===== src/rtl/dmem_arb_pkg.sv =====
// Shared types and defaults for the data-memory access arbiter.
package dmem_arb_pkg;

    typedef enum logic {
        ST_IDLE,
        ST_WAIT
    } state_t;

    localparam logic REQ_A = 1'b0;
    localparam logic REQ_B = 1'b1;

    localparam int unsigned DEF_ADDR_W  = 32;
    localparam int unsigned DEF_DATA_W  = 32;
    localparam int unsigned DEF_TIMEOUT = 15;

    // Timer must hold 0..TIMEOUT-1; keep at least one bit when timeout is disabled.
    function automatic int unsigned timer_width(input int unsigned timeout);
        return (timeout == 0) ? 1 : $clog2(timeout + 1);
    endfunction

endpackage


===== src/rtl/dmem_rr_picker.sv =====
// Two-way request picker: fixed A priority or round-robin on the last grant.
module dmem_rr_picker
    import dmem_arb_pkg::*;
#(
    parameter bit PRIO_A = 1'b0
) (
    input  logic       clk,
    input  logic       rst_n,
    input  logic       en,
    input  logic       req_a,
    input  logic       req_b,
    output logic [1:0] gnt_c
);

    logic last_gnt;

    // On a tie, A wins under fixed priority or when B was served last.
    always_comb begin
        gnt_c = '0;
        if (en) begin
            if (req_a && (!req_b || PRIO_A || (last_gnt == REQ_B))) begin
                gnt_c = 2'b01;
            end else if (req_b) begin
                gnt_c = 2'b10;
            end
        end
    end

    always_ff @(posedge clk) begin
        if (!rst_n) begin
            last_gnt <= REQ_B;
        end else if (gnt_c[0]) begin
            last_gnt <= REQ_A;
        end else if (gnt_c[1]) begin
            last_gnt <= REQ_B;
        end
    end

endmodule


===== src/rtl/dmem_access_arbiter.sv =====
// Shares one data-memory port between the core load/store path (A) and an auxiliary master (B),
// one transaction at a time with optional timeout abort.
module dmem_access_arbiter
    import dmem_arb_pkg::*;
#(
    parameter int unsigned ADDR_W  = DEF_ADDR_W,
    parameter int unsigned DATA_W  = DEF_DATA_W,
    parameter int unsigned TIMEOUT = DEF_TIMEOUT,
    parameter bit          PRIO_A  = 1'b0
) (
    input  logic                clk_in,
    input  logic                rst_n_in,
    input  logic                a_req_in,
    input  logic                a_we_in,
    input  logic [ADDR_W-1:0]   a_addr_in,
    input  logic [DATA_W-1:0]   a_wdata_in,
    input  logic [DATA_W/8-1:0] a_mask_in,
    input  logic                b_req_in,
    input  logic                b_we_in,
    input  logic [ADDR_W-1:0]   b_addr_in,
    input  logic [DATA_W-1:0]   b_wdata_in,
    input  logic [DATA_W/8-1:0] b_mask_in,
    output logic                a_gnt_out,
    output logic                b_gnt_out,
    output logic                a_done_out,
    output logic                b_done_out,
    output logic [DATA_W-1:0]   rdata_out,
    output logic                err_out,
    output logic                mem_req_out,
    output logic                mem_we_out,
    output logic [ADDR_W-1:0]   mem_addr_out,
    output logic [DATA_W-1:0]   mem_wdata_out,
    output logic [DATA_W/8-1:0] mem_mask_out,
    input  logic                mem_ack_in,
    input  logic [DATA_W-1:0]   mem_rdata_in
);

    localparam int unsigned MASK_W = DATA_W / 8;
    localparam int unsigned TMR_W  = timer_width(TIMEOUT);
    localparam logic [TMR_W-1:0] TMR_LAST = TMR_W'((TIMEOUT == 0) ? 0 : TIMEOUT - 1);

    state_t             state_q, state_d;
    logic               owner_q, owner_d;
    logic [TMR_W-1:0]   timer_q, timer_d;
    logic [1:0]         gnt_c;

    logic               a_done_d, b_done_d, err_d, mem_req_d, mem_we_d;
    logic [DATA_W-1:0]  rdata_d, mem_wdata_d;
    logic [ADDR_W-1:0]  mem_addr_d;
    logic [MASK_W-1:0]  mem_mask_d;

    // Grants only in IDLE and never while reset is held.
    dmem_rr_picker #(
        .PRIO_A (PRIO_A)
    ) u_picker (
        .clk    (clk_in),
        .rst_n  (rst_n_in),
        .en     ((state_q == ST_IDLE) && rst_n_in),
        .req_a  (a_req_in),
        .req_b  (b_req_in),
        .gnt_c  (gnt_c)
    );

    assign a_gnt_out = gnt_c[0];
    assign b_gnt_out = gnt_c[1];

    always_comb begin
        state_d     = state_q;
        owner_d     = owner_q;
        timer_d     = timer_q;
        a_done_d    = 1'b0;
        b_done_d    = 1'b0;
        err_d       = 1'b0;
        rdata_d     = rdata_out;
        mem_req_d   = mem_req_out;
        mem_we_d    = mem_we_out;
        mem_addr_d  = mem_addr_out;
        mem_wdata_d = mem_wdata_out;
        mem_mask_d  = mem_mask_out;

        case (state_q)
            ST_IDLE: begin
                if (|gnt_c) begin
                    state_d   = ST_WAIT;
                    timer_d   = '0;
                    mem_req_d = 1'b1;
                    if (gnt_c[1]) begin
                        owner_d     = REQ_B;
                        mem_we_d    = b_we_in;
                        mem_addr_d  = b_addr_in;
                        mem_wdata_d = b_wdata_in;
                        mem_mask_d  = b_we_in ? b_mask_in : '0;
                    end else begin
                        owner_d     = REQ_A;
                        mem_we_d    = a_we_in;
                        mem_addr_d  = a_addr_in;
                        mem_wdata_d = a_wdata_in;
                        mem_mask_d  = a_we_in ? a_mask_in : '0;
                    end
                end
            end
            ST_WAIT: begin
                // Ack takes precedence over a coincident timeout.
                if (mem_ack_in || ((TIMEOUT != 0) && (timer_q == TMR_LAST))) begin
                    state_d   = ST_IDLE;
                    mem_req_d = 1'b0;
                    a_done_d  = (owner_q == REQ_A);
                    b_done_d  = (owner_q == REQ_B);
                    err_d     = !mem_ack_in;
                    if (mem_ack_in && !mem_we_out) begin
                        rdata_d = mem_rdata_in;
                    end
                end else if (timer_q != '1) begin
                    timer_d = timer_q + TMR_W'(1);
                end
            end
            default: state_d = ST_IDLE;
        endcase
    end

    always_ff @(posedge clk_in) begin
        if (!rst_n_in) begin
            state_q       <= ST_IDLE;
            owner_q       <= REQ_A;
            timer_q       <= '0;
            a_done_out    <= 1'b0;
            b_done_out    <= 1'b0;
            err_out       <= 1'b0;
            rdata_out     <= '0;
            mem_req_out   <= 1'b0;
            mem_we_out    <= 1'b0;
            mem_addr_out  <= '0;
            mem_wdata_out <= '0;
            mem_mask_out  <= '0;
        end else begin
            state_q       <= state_d;
            owner_q       <= owner_d;
            timer_q       <= timer_d;
            a_done_out    <= a_done_d;
            b_done_out    <= b_done_d;
            err_out       <= err_d;
            rdata_out     <= rdata_d;
            mem_req_out   <= mem_req_d;
            mem_we_out    <= mem_we_d;
            mem_addr_out  <= mem_addr_d;
            mem_wdata_out <= mem_wdata_d;
            mem_mask_out  <= mem_mask_d;
        end
    end

endmodule


===== config.mk =====
export PLATFORM = sky130hd
export DESIGN_NAME = dmem_access_arbiter
export DESIGN_NICKNAME = d
export VERILOG_FILES = /design/src/rtl/dmem_arb_pkg.sv /design/src/rtl/dmem_rr_picker.sv /design/src/rtl/dmem_access_arbiter.sv
export SDC_FILE = /design/constraint.sdc
export NUM_CORES = 1
export LEC_CHECK = 0
export CORE_MARGIN = 1
export CORE_UTILIZATION = 35
export CTS_CLUSTER_DIAMETER = 40
export DETAILED_ROUTE_END_ITERATION = 7
export PLACE_DENSITY_LB_ADDON = 0.3
export SETUP_SLACK_MARGIN = 0.2
export SLEW_MARGIN = 40
export SYNTH_ARGS = -nofsm -noshare
export SYNTH_HDL_FRONTEND = slang
export SYNTH_SLANG_ARGS = --single-unit

===== constraint.sdc =====
create_clock -name clk_in -period 3 [get_ports clk_in]
set_input_delay 0.6 -clock clk_in [delete_from_list [all_inputs] [get_ports clk_in]]
set_output_delay 0.6 -clock clk_in [all_outputs]
set_load 0.005 [all_outputs]

## After elaboration in Yosys (flattened, before gate mapping)

Index checks and enable logic that the tools add are counted.

| storage, ports and cells | value |
|---|---|
| register bits after elaboration | 112 |
| bits in latches | 0 |
| RAM bits | 0 |
| ROM bits | 0 |
| input port bits | 175 |
| memories kept | 0 |

| cells by class | value |
|---|---|
| $add $sub $neg | 1 |
| multiply operators | 0 |
| divide/modulo/power cells | 0 |
| $lt $le $gt $ge | 0 |
| eq/ne operators | 6 |
| shifts and indexed selects | 0 |
| mux-type cells | 22 |
| bitwise gates (word level) | 2 |
| reduce and logical (&&, ||, !) cells | 15 |

Operator list:

| cell | count |
|---|---|
| $mux W32 | 2 |
| $mux W4 | 6 |
| $reduce_and A3 Y1 | 3 |
| $mux W1 | 8 |
| $pmux W4 S2 | 1 |
| $mux W2 | 3 |
| $ne A2 B1 Y1 const B | 3 |
| $add A4 B1 Y4 const B | 1 |
| $eq A4 B4 Y1 const B | 1 |
| $ne A4 B4 Y1 const B | 1 |
| $pmux W1 S2 | 2 |
| $reduce_and A2 Y1 | 2 |
| $logic_and A1 B1 Y1 | 3 |
| $logic_not A1 Y1 | 3 |
| $logic_or A1 B1 Y1 | 2 |
| $ne A2 B2 Y1 const B | 1 |
| $not A1 Y1 | 2 |
| $reduce_bool A2 Y1 | 1 |
| $reduce_or A2 Y1 | 1 |

## Depth between registers and ports, before layout

Gate-level depths: netlist of the first run.

| logic depth | value |
|---|---|
| word-level depth | 8 |
| mapped depth | 5 |
| depth with buffers taken out | 5 |

## Modules after synthesis

A second synthesis of the first run with hierarchy kept.

| unflattened totals | value |
|---|---|
| cells, all modules | 514 |
| area total of the unflattened synthesis | 4772.1 µm² |

By module, submodules not included:

| module | times used | cells an instance | area each (µm²) | sequential area each (µm²) |
|---|---|---|---|---|
| dmem_access_arbiter | 1 | 506 | 4715.8 | 2222.1 |
| dmem_rr_picker | 1 | 8 | 56.3 | 20.0 |

## Worst setup path after synthesis of the first run

OpenSTA, ideal clock, no wires.

| timing | value |
|---|---|
| path type | input -> output |
| start point | input b_req_in |
| end point | output a_gnt_out |
| arrival time | 1152 ps |
| data required time | 2400 ps |
| path slack | 1248 ps |
| cell stages on the path | 2 |
| buffers on the path | 0 |
| path through | nor2b_1 > nor4b_1 |

| on the way | value |
|---|---|
| word-level cells in the longest chain between the ends | 5 |

RTL lines:

| element | line | RTL |
|---|---|---|
| start, declared | dmem_access_arbiter.sv:18 | `input logic b_req_in,` |
| $logic_not A1 Y1 | dmem_rr_picker.sv:21 | `if (req_a && (!req_b \|\| PRIO_A \|\| (last_gnt == REQ_B))) begin` |
| $logic_or A1 B1 Y1 | dmem_rr_picker.sv:21 |  |
| $logic_and A1 B1 Y1 | dmem_rr_picker.sv:21 |  |
| $mux W2 | dmem_rr_picker.sv:21 |  |
| $mux W2 | dmem_rr_picker.sv:20 | `if (en) begin` |
| end, declared | dmem_access_arbiter.sv:23 | `output logic a_gnt_out,` |

No other way between the ends.

## Worst setup path after layout of the first run

Same ends and word-level chain as after synthesis.

==> key figures, run 1 <==
GRT
  – Gr ovfl total: 0
  – All-Layer GR Usage: 24.0%
  – Vias in the first global route: 5,478
  – Initial antenna violation count: 0
  – Global-route wire length before repair: 27.2 mm
  – Pin count of the biggest net entering global routing: 71

Place
  – Hpwl dp: 11.1 mm
  – Placer Congestion: 0.807
  – Count of input and output buffers: 281
  – Inst Count DP: 1,004

Setup path
  – Top cell by count, worst path: clkdlybuf4s50_1
  – Crit path launch type: input pin
  – Crit path buf inv count: 3
  – Data required, critical path: 2400 ps
  – CP max stage cell: clkdlybuf4s50_1
  – Crit path kind: input pin to primary output
  – Crit Path Max Fanout: 3
  – Data arrival time of the critical path: 2110 ps
  – Crit-path max cell delay: 510 ps
  – CP Capture Type: primary output
  – Delay-heaviest family, CP: buffers and inverters
  – Critical-path cell list: clkdlybuf4s50_1 > nor2b_1 > nor4b_1 > buf_4 > clkdlybuf4s50_1

Route
  – TritonRoute pass-1 iters: 4
  – WL per Instance: 16.5 µm
  – Routed via count: 5,565
  – DRC: 0
  – Final ANT Viol Nets: 0
  – Vias per inst: 5.47
  – WL final: 16.8 mm
  – Initial DRC count: 388

Clock network
  – Clock Path Buffers: 2
  – CTS Hold Bufs: 0
  – Post_cts resized: 1
  – CTS tree: built
  – Setup Fix Bufs, Post-CTS: 0
  – Worst skew pair latency: 350 ps
  – Clock Tree Root: clkbuf_16
  – Clock buffer count from CTS: 9
  – TritonCTS Sinks: 112
  – Htree depth: 3
  – CTS clk-pin slew, worst paths: 70 ps

Logic synthesis
  – Top cells by area, synth: dfxtp_1, o21ai_0, a31oi_1, nand3_1, nand2_1
  – Ys async rst share: 0%
  – Post-synth EDFFs: 0
  – Yosys Warn Count: 0
  – Syn Area/Cell: 7.94 µm²
  – Register area share after synthesis: 47.3%
  – Yosys top cell area share: 47.3%
  – Synth Flop Type: dfxtp_1
  – Yosys reg bits: 112
  – Yosys top cell by area: dfxtp_1
  – Post-Syn Nets: 774
  – Post-synthesis cell type count: 35
  – Most frequent cell after synthesis: o21ai_0
  – Mapped Cells: 597
  – Mapped Area: 4740 µm²
  – Synth cell count leaders: o21ai_0, dfxtp_1, a31oi_1, nand3_1, nand2_1

Flow run
  – # Max-Cap Violations: 0

Floorplanning
  – Die X: 118 µm
  – Initial Util: 35.8%
  – Die Ht: 118 µm
  – Die area: 14,000 µm²
  – I/O pin total: 282
  – Num rows: 42
  – Core area: 13,200 µm²

Timing
  – Sum Neg Setup Slack: 0 ps
  – RSZ-0062 raised after global routing: false
  – Fmax: 0.368 GHz
  – Final Skew: 11.3 ps
  – Final hold violation count: 0
  – Final Critical Period: 2710 ps
  – Tightest Pin Transition: 703 ps
  – Slew margin rel.: 53.1%
  – Final setup vio count: 0
  – Max-slew violations: 0
  – Final Cycle Share: 90.5%

Final layout
  – # diodes: 0
  – Area Overhead vs Synth: 67.8%
  – Share of cells above drive strength 1: 4.63%
  – FILL cells: 1,173
  – Final net count: 1,016
  – Layout Utilization: 60.1%
  – Fin cells: 1,018

Power
  – Total power draw: 3840 µW
  – Power Dens Cells: 482 nW/µm²
  – Max VDD drop: 0.000304 V
  – P_leak: 0.00274 µW

Run status
  – Run status: finished, final reports clean

Worst hold path
  – Worst hold path type: flip-flop to flip-flop
[area by class of cell]
type	instances	area (µm²)	area share, %
clock inverters	3	67.6	0.849
repair buffers	295	2950	37.1
inverters	4	15.0	0.189
multi-input cells	417	2220	27.9
flip-flops and latches	112	2240	28.2
clock buffers	11	243	3.05
well taps	176	220	2.77
[through the flow]
| step | hold slack [ps] | setup WS [ps] | instance area (µm²) |
|---|---|---|---|
| floorplan | 393 | 1250 | 4740 |
| global placement | 398 | 249 | 7650 |
| detailed placement | 412 | 217 | 7650 |
| CTS | 421 | 275 | 7960 |
| global route | 433 | 216 | 7960 |
| finish | 419 | 286 | 7960 |
[worst paths after layout]
path | startpoint | endpoint | slack [ps] | cells past startpoint
setup reg to reg | state_q | mem_addr_out[2] | 1020 | 4
setup / recovery | b_req_in | a_gnt_out | 290 | 5
hold reg to reg | owner_q | a_done_out | 420 | 1
hold / removal | owner_q | a_done_out | 420 | 1
[sequential cells by signal, summed over array words and instances, names as in the netlist, 4 cells and up]
name / flops
mem_wdata_out: 32
mem_mask_out: 4
mem_addr_out: 32
timer_q: 4
rdata_out: 32
[power by group]
group / total, µW / switching, µW / internal [µW]
clock network: 1270 / 524 / 746
registers: 1680 / 67.3 / 1610
logic: 887 / 376 / 511
total: 3840 / 967 / 2870
[metal layers]
metal / wire length, µm / track usage, % / share of wire, %
met3: 1480 / 6.61 / 8.8
met5: 0 / 0 / 0
met4: 456 / 11.6 / 2.7
met2: 8160 / 41.0 / 49
met1: 6710 / 27.7 / 40
[kinds of logic (layout without fill, tap and decap cells)]
kind of cell    after synthesis  after routing  synth area share (%)
fa+ha+maj                     2              2                 0.528
buf+inv                      68            313                  6.46
mux                           1              1                 0.211
flops                       112            112                  47.3
compound gates              256            256                  30.2
simple gates                158            158                  15.3
[cell usage in the layout, fill, tap and decap left out, drive strengths merged, types with 2 or more instances in the layout]
cell type	synthesis	layout
a21oi	34	34
a31o	4	4
a31oi	70	70
buf	33	15
bufinv	0	2
clkbuf	31	11
clkdlybuf4s50	0	279
dfxtp	112	112
ha	2	2
inv	4	4
nand2	68	68
nand2b	2	2
nand3	69	69
nand3b	2	2
nand4	4	4
nor2	7	7
nor2b	2	2
o211ai	4	4
o21ai	134	134
o22ai	2	2
No activity file was read; power rests on OpenSTA's default activity.
==> inputs of run 2 (changes only) <==
- REMOVE_ABC_BUFFERS: default -> 1
- clock period: 3 -> 2.66 ns (I/O delays scaled with it)
==> run 2 against run 1 <==
Net effect:
- die area is the same
- first-iteration DRC count decreased by 8.2%
- critical path depth unchanged
- largest cell class unchanged
- largest power group unchanged
- highest routed layer unchanged
==> key figures, run 2 (synthesis results as in run 1) <==
Place
  – Placer Congestion: 0.823
  – Inst Count DP: 1,008
  – Placed Area: 7680 µm²
  – Count of input and output buffers: 281
  – Pre-CTS setup slack: 98.3 ps
  – Hpwl dp: 11.9 mm

Clock network
  – CTS tree: built
  – Post_cts resized: 2
  – Setup Fix Bufs, Post-CTS: 0
  – Htree depth: 3
  – CTS Hold Bufs: 0
  – Clock Tree Root: clkbuf_16
  – CTS clk-pin slew, worst paths: 70 ps
  – TritonCTS Sinks: 112
  – Clock Path Buffers: 2
  – Worst skew pair latency: 350 ps
  – Clock buffer count from CTS: 9

Final layout
  – Seq. cell area: 2240 µm²
  – Fin cells: 1,024
  – Design Area, Final: 7970 µm²
  – Area Overhead vs Synth: 68.0%
  – # diodes: 0
  – Share of cells above drive strength 1: 5.19%
  – Most common cell after layout, fill and taps aside: clkdlybuf4s50_1
  – Final net count: 1,020
  – Biggest regs: mem_addr_out (32), mem_wdata_out (32), rdata_out (32)
  – FILL cells: 1,171
  – Most frequent cells in the layout: clkdlybuf4s50_1, o21ai_0, dfxtp_1, a31oi_1, nand3_1
  – Footprint of the multi-input gates: 2220 µm²

Timing
  – Final setup vio count: 0
  – Final WS setup: 491 ps
  – Tightest Pin Transition: 706 ps
  – Final hold violation count: 0
  – RSZ-0062 raised after global routing: false
  – Max-slew violations: 0
  – Sum Neg Setup Slack: 0 ps
  – Final Skew: 6.90 ps
  – Final Cycle Share: 81.5%
  – Slew margin rel.: 52.9%
  – Final Critical Period: 2170 ps
  – Fmax: 0.461 GHz

Power
  – P_leak: 0.00277 µW
  – Net switching power: 1100 µW
  – Switching Fraction: 26.1%
  – Sequential power share: 44.8%
  – Max VDD drop: 0.000279 V
  – Total power draw: 4230 µW
  – Logic pwr share: 24.0%
  – Clock share of power: 31.2%
  – Power Dens Cells: 531 nW/µm²
  – Internal power: 3130 µW

Setup path
  – Worst R2R Start: state_q
  – Crit-path max cell delay: 490 ps
  – Flop2flop setup slack: 640 ps
  – Critical-path cell list: clkdlybuf4s50_1 > buf_4 > nand2b_2 > nor2_1 > dlygate4sd2_1
  – CP Capture Type: primary output
  – Data required, critical path: 2130 ps
  – Crit Path Max Fanout: 4
  – CP max stage cell: clkdlybuf4s50_1
  – Reg2reg path depth: 4
  – Crit path launch type: input pin
  – Crit path kind: input pin to primary output
  – FF-to-FF End: mem_addr_out[18]
  – Data arrival time of the critical path: 1640 ps

Floorplanning
  – Die area: 14,000 µm²
  – Die Ht: 118 µm
  – Initial Util: 35.8%
  – Core area: 13,200 µm²
  – I/O pin total: 282
  – Num rows: 42
  – Die X: 118 µm

Flow run
  – # Max-Cap Violations: 0

GRT
  – Pin count of the biggest net entering global routing: 71
  – Vias in the first global route: 5,477
  – All-Layer GR Usage: 24.5%
  – Global-route wire length before repair: 27.6 mm
  – Initial antenna violation count: 0
  – Gr ovfl total: 0

Worst hold path
  – Hold path start: owner_q
  – Hold path depth: 1
  – Worst hold path type: flip-flop to flip-flop
  – WHS Endpoint: a_done_out

Route
  – WL final: 17.4 mm
  – Initial DRC count: 356
  – Vias per inst: 5.45
  – Final ANT Viol Nets: 0
  – WL per Instance: 17.0 µm
  – Routed via count: 5,576
  – TritonRoute pass-1 iters: 5
  – DRC: 0

Run status
  – Run status: finished, final reports clean
run 2: layout make-up:
type                       count  area share (%)
sequential                   112            28.1
timing repair buffer         299            37.4
inverter                       4           0.189
clock buffer                  12            2.97
clock inverter                 4           0.566
multi-input combinational    417            27.9
tap                          176            2.76
run 2: worst max path at each step:
stage | startpoint | to | slack, ps | cells after the start
after floorplan | rst_n_in | mem_addr_out[14] | -800 | 3
after global placement | b_req_in | a_gnt_out | 120 | 4
after detailed placement | b_req_in | a_gnt_out | 100 | 4
after CTS | b_req_in | a_gnt_out | 200 | 4
after global routing | b_req_in | b_gnt_out | 450 | 5
final | b_req_in | b_gnt_out | 490 | 5
run 2: critical path, delay by kind of cell:
| family | cells | cell delay (ps) |
|---|---|---|
| buffers and inverters | 3 | 930 |
| and+or+nand+nor | 2 | 170 |
run 2: per-stage QoR:
step | utilization, % | hold WS (ps)
after detailed placement | 58.0 | 415
final | 60.1 | 422
after global routing | 60.1 | 459
after global placement | 58.0 | 402
after CTS | 60.1 | 426
after floorplan | - | 393
run 2: power by group through the flow:
stage	Combinational (µW)	Clock [µW]	Sequential [µW]
detailed placement	1010	0	1930
global route	1090	1430	1910
global placement	995	0	1930
finish	1020	1320	1900
floorplan	295	0	1930
CTS	1020	1360	1890
run 2: layer usage:
| metal | vias up | global-route usage, % | share of wire [%] | wire length (µm) |
|---|---|---|---|---|
| met2 | 280 | 42.7 | 49 | 8440 |
| li1 | 2657 | - | - | - |
| met4 | 0 | 12.2 | 3.4 | 590 |
| met5 | - | 0 | 0 | 0 |
| met3 | 40 | 5.65 | 8.7 | 1510 |
| met1 | 2599 | 28.0 | 39 | 6860 |
==> inputs of run 3 (changes only) <==
- clock period: 2.66 -> 2.1 ns (I/O delays scaled with it)
==> run 3 against run 2 <==
Net effect:
- clock power increased by 25%
- hold slack got worse by 10 ps
- via count increased by 0.77%
- clock skew increased by 5.2 ps
- critical path depth decreased by 1
- sequential share of layout area decreased by 0.26 points
- largest power group unchanged
- final cell count increased by 0.20%
- setup slack got worse by 220 ps
- die area unchanged
==> key figures, run 3 (synthesis results as in run 1) <==
Timing
  – Tightest Pin Transition: 693 ps
  – Max-slew violations: 0
  – Final Critical Period: 1820 ps
  – RSZ-0062 raised after global routing: false
  – Slew margin rel.: 53.8%
  – Final WS setup: 275 ps
  – Final Skew: 12.1 ps
  – Fmax: 0.548 GHz
  – Final hold violation count: 0
  – Final Cycle Share: 86.9%
  – Hold Worst Slack: 412 ps
  – Final setup vio count: 0

Worst hold path
  – Worst hold path type: flip-flop to flip-flop
  – WHS Endpoint: a_done_out
  – Hold path depth: 1
  – Hold path start: owner_q

GRT
  – Pin count of the biggest net entering global routing: 71
  – Met2 Resource Use GR: 43.0%
  – Initial antenna violation count: 0
  – Gr ovfl total: 0
  – All-Layer GR Usage: 24.2%
  – Met1 usage: 27.6%
  – Met3 global-route usage: 5.84%
  – Global-route wire length before repair: 27.3 mm
  – Vias in the first global route: 5,425
  – GR peak layer: met2

Place
  – Placed Area: 7750 µm²
  – Count of input and output buffers: 281
  – Pre-CTS setup slack: -234 ps
  – Placer Congestion: 0.844
  – Hpwl dp: 12.0 mm

Route
  – DRC: 0
  – WL final: 17.6 mm
  – Vias per inst: 5.48
  – WL per Instance: 17.1 µm
  – TritonRoute pass-1 iters: 6
  – Final ANT Viol Nets: 0
  – Routed via count: 5,619
  – Initial DRC count: 339

Floorplanning
  – Initial Util: 35.8%
  – Die area: 14,000 µm²
  – Die X: 118 µm
  – Core area: 13,200 µm²
  – Die Ht: 118 µm
  – I/O pin total: 282
  – Num rows: 42

Power
  – Power Dens Cells: 667 nW/µm²
  – Total power draw: 5360 µW
  – P_leak: 0.00278 µW
  – Max VDD drop: 0.000525 V

Clock network
  – Clock Path Buffers: 2
  – Htree depth: 3
  – Worst skew pair latency: 350 ps
  – CTS clk-pin slew, worst paths: 70 ps
  – CTS tree: built
  – TritonCTS Sinks: 112
  – Clock Tree Root: clkbuf_16
  – Clock buffer count from CTS: 9

Final layout
  – Area Overhead vs Synth: 69.5%
  – Final net count: 1,022
  – # diodes: 0
  – Most frequent cells in the layout: clkdlybuf4s50_1, o21ai_0, dfxtp_1, a31oi_1, nand3_1
  – Most common cell after layout, fill and taps aside: clkdlybuf4s50_1
  – Biggest regs: mem_addr_out (32), mem_wdata_out (32), rdata_out (32)
  – Design Area, Final: 8040 µm²
  – Share of cells above drive strength 1: 5.88%

Setup path
  – Crit path launch type: input pin
  – Data required, critical path: 1680 ps
  – Flop2flop setup slack: 440 ps
  – Crit Path Max Fanout: 2
  – Worst R2R Start: u_picker.last_gnt
  – Origin of the worst setup path: b_req_in
  – Crit path kind: input pin to primary output
  – FF-to-FF End: mem_addr_out[17]
  – Reg2reg path depth: 4
  – Data arrival time of the critical path: 1400 ps
  – CP Capture Type: primary output

Run status
  – Run status: finished, final reports clean

Flow run
  – # Max-Cap Violations: 0
## run 3: how the worst max path moves through the flow
stage / cells after the start / end
after floorplan: 3 / mem_addr_out[14]
after global placement: 4 / a_gnt_out
after detailed placement: 4 / a_gnt_out
after CTS: 5 / b_gnt_out
after global routing: 5 / mem_addr_out[18]
final: 4 / a_gnt_out
## run 3: what timing repair did
| action | CTS | global route |
|---|---|---|
| endpoints found under the setup margin | 2 | 6 |
| pin swaps | 1 | 1 |
| hold buffers | 0 | 0 |
| gates resized for setup | 8 | 2 |
| buffers inserted | 1 | 0 |
## run 3: metal layers
layer / wire length (µm) / part of all wire [%]
met1: 6970 / 40
met2: 8680 / 49
met3: 1410 / 8.0
met4: 510 / 2.9
met5: 0 / 0
## run 3: worst max-delay path: stages
cell             delay, ps
clkdlybuf4s50_1        420
nor2b_1                150
nor4b_2                250
buf_2                  160
## run 3: power by group
group          switching (µW)  total, µW  internal (µW)
combinational             555       1310            759
clock                     777       1650            872
sequential               98.0       2400           2300
## run 3: layout make-up
class	count	area, µm²
inverter	4	15.0
sequential	112	2240
timing repair buffer	301	3050
clock inverter	4	28.8
multi-input combinational	417	2220
tap	176	220
clock buffer	12	256
fill	1151	5200
## run 3: stage by stage
stage / instances / utilization (%) / TNS (ps)
floorplan: 533 / - / -86400
global placement: 1009 / 58.5 / -351
detailed placement: 1009 / 58.5 / -510
CTS: 1026 / 60.7 / 0
global route: 1026 / 60.7 / 0
finish: 1026 / 60.7 / 0
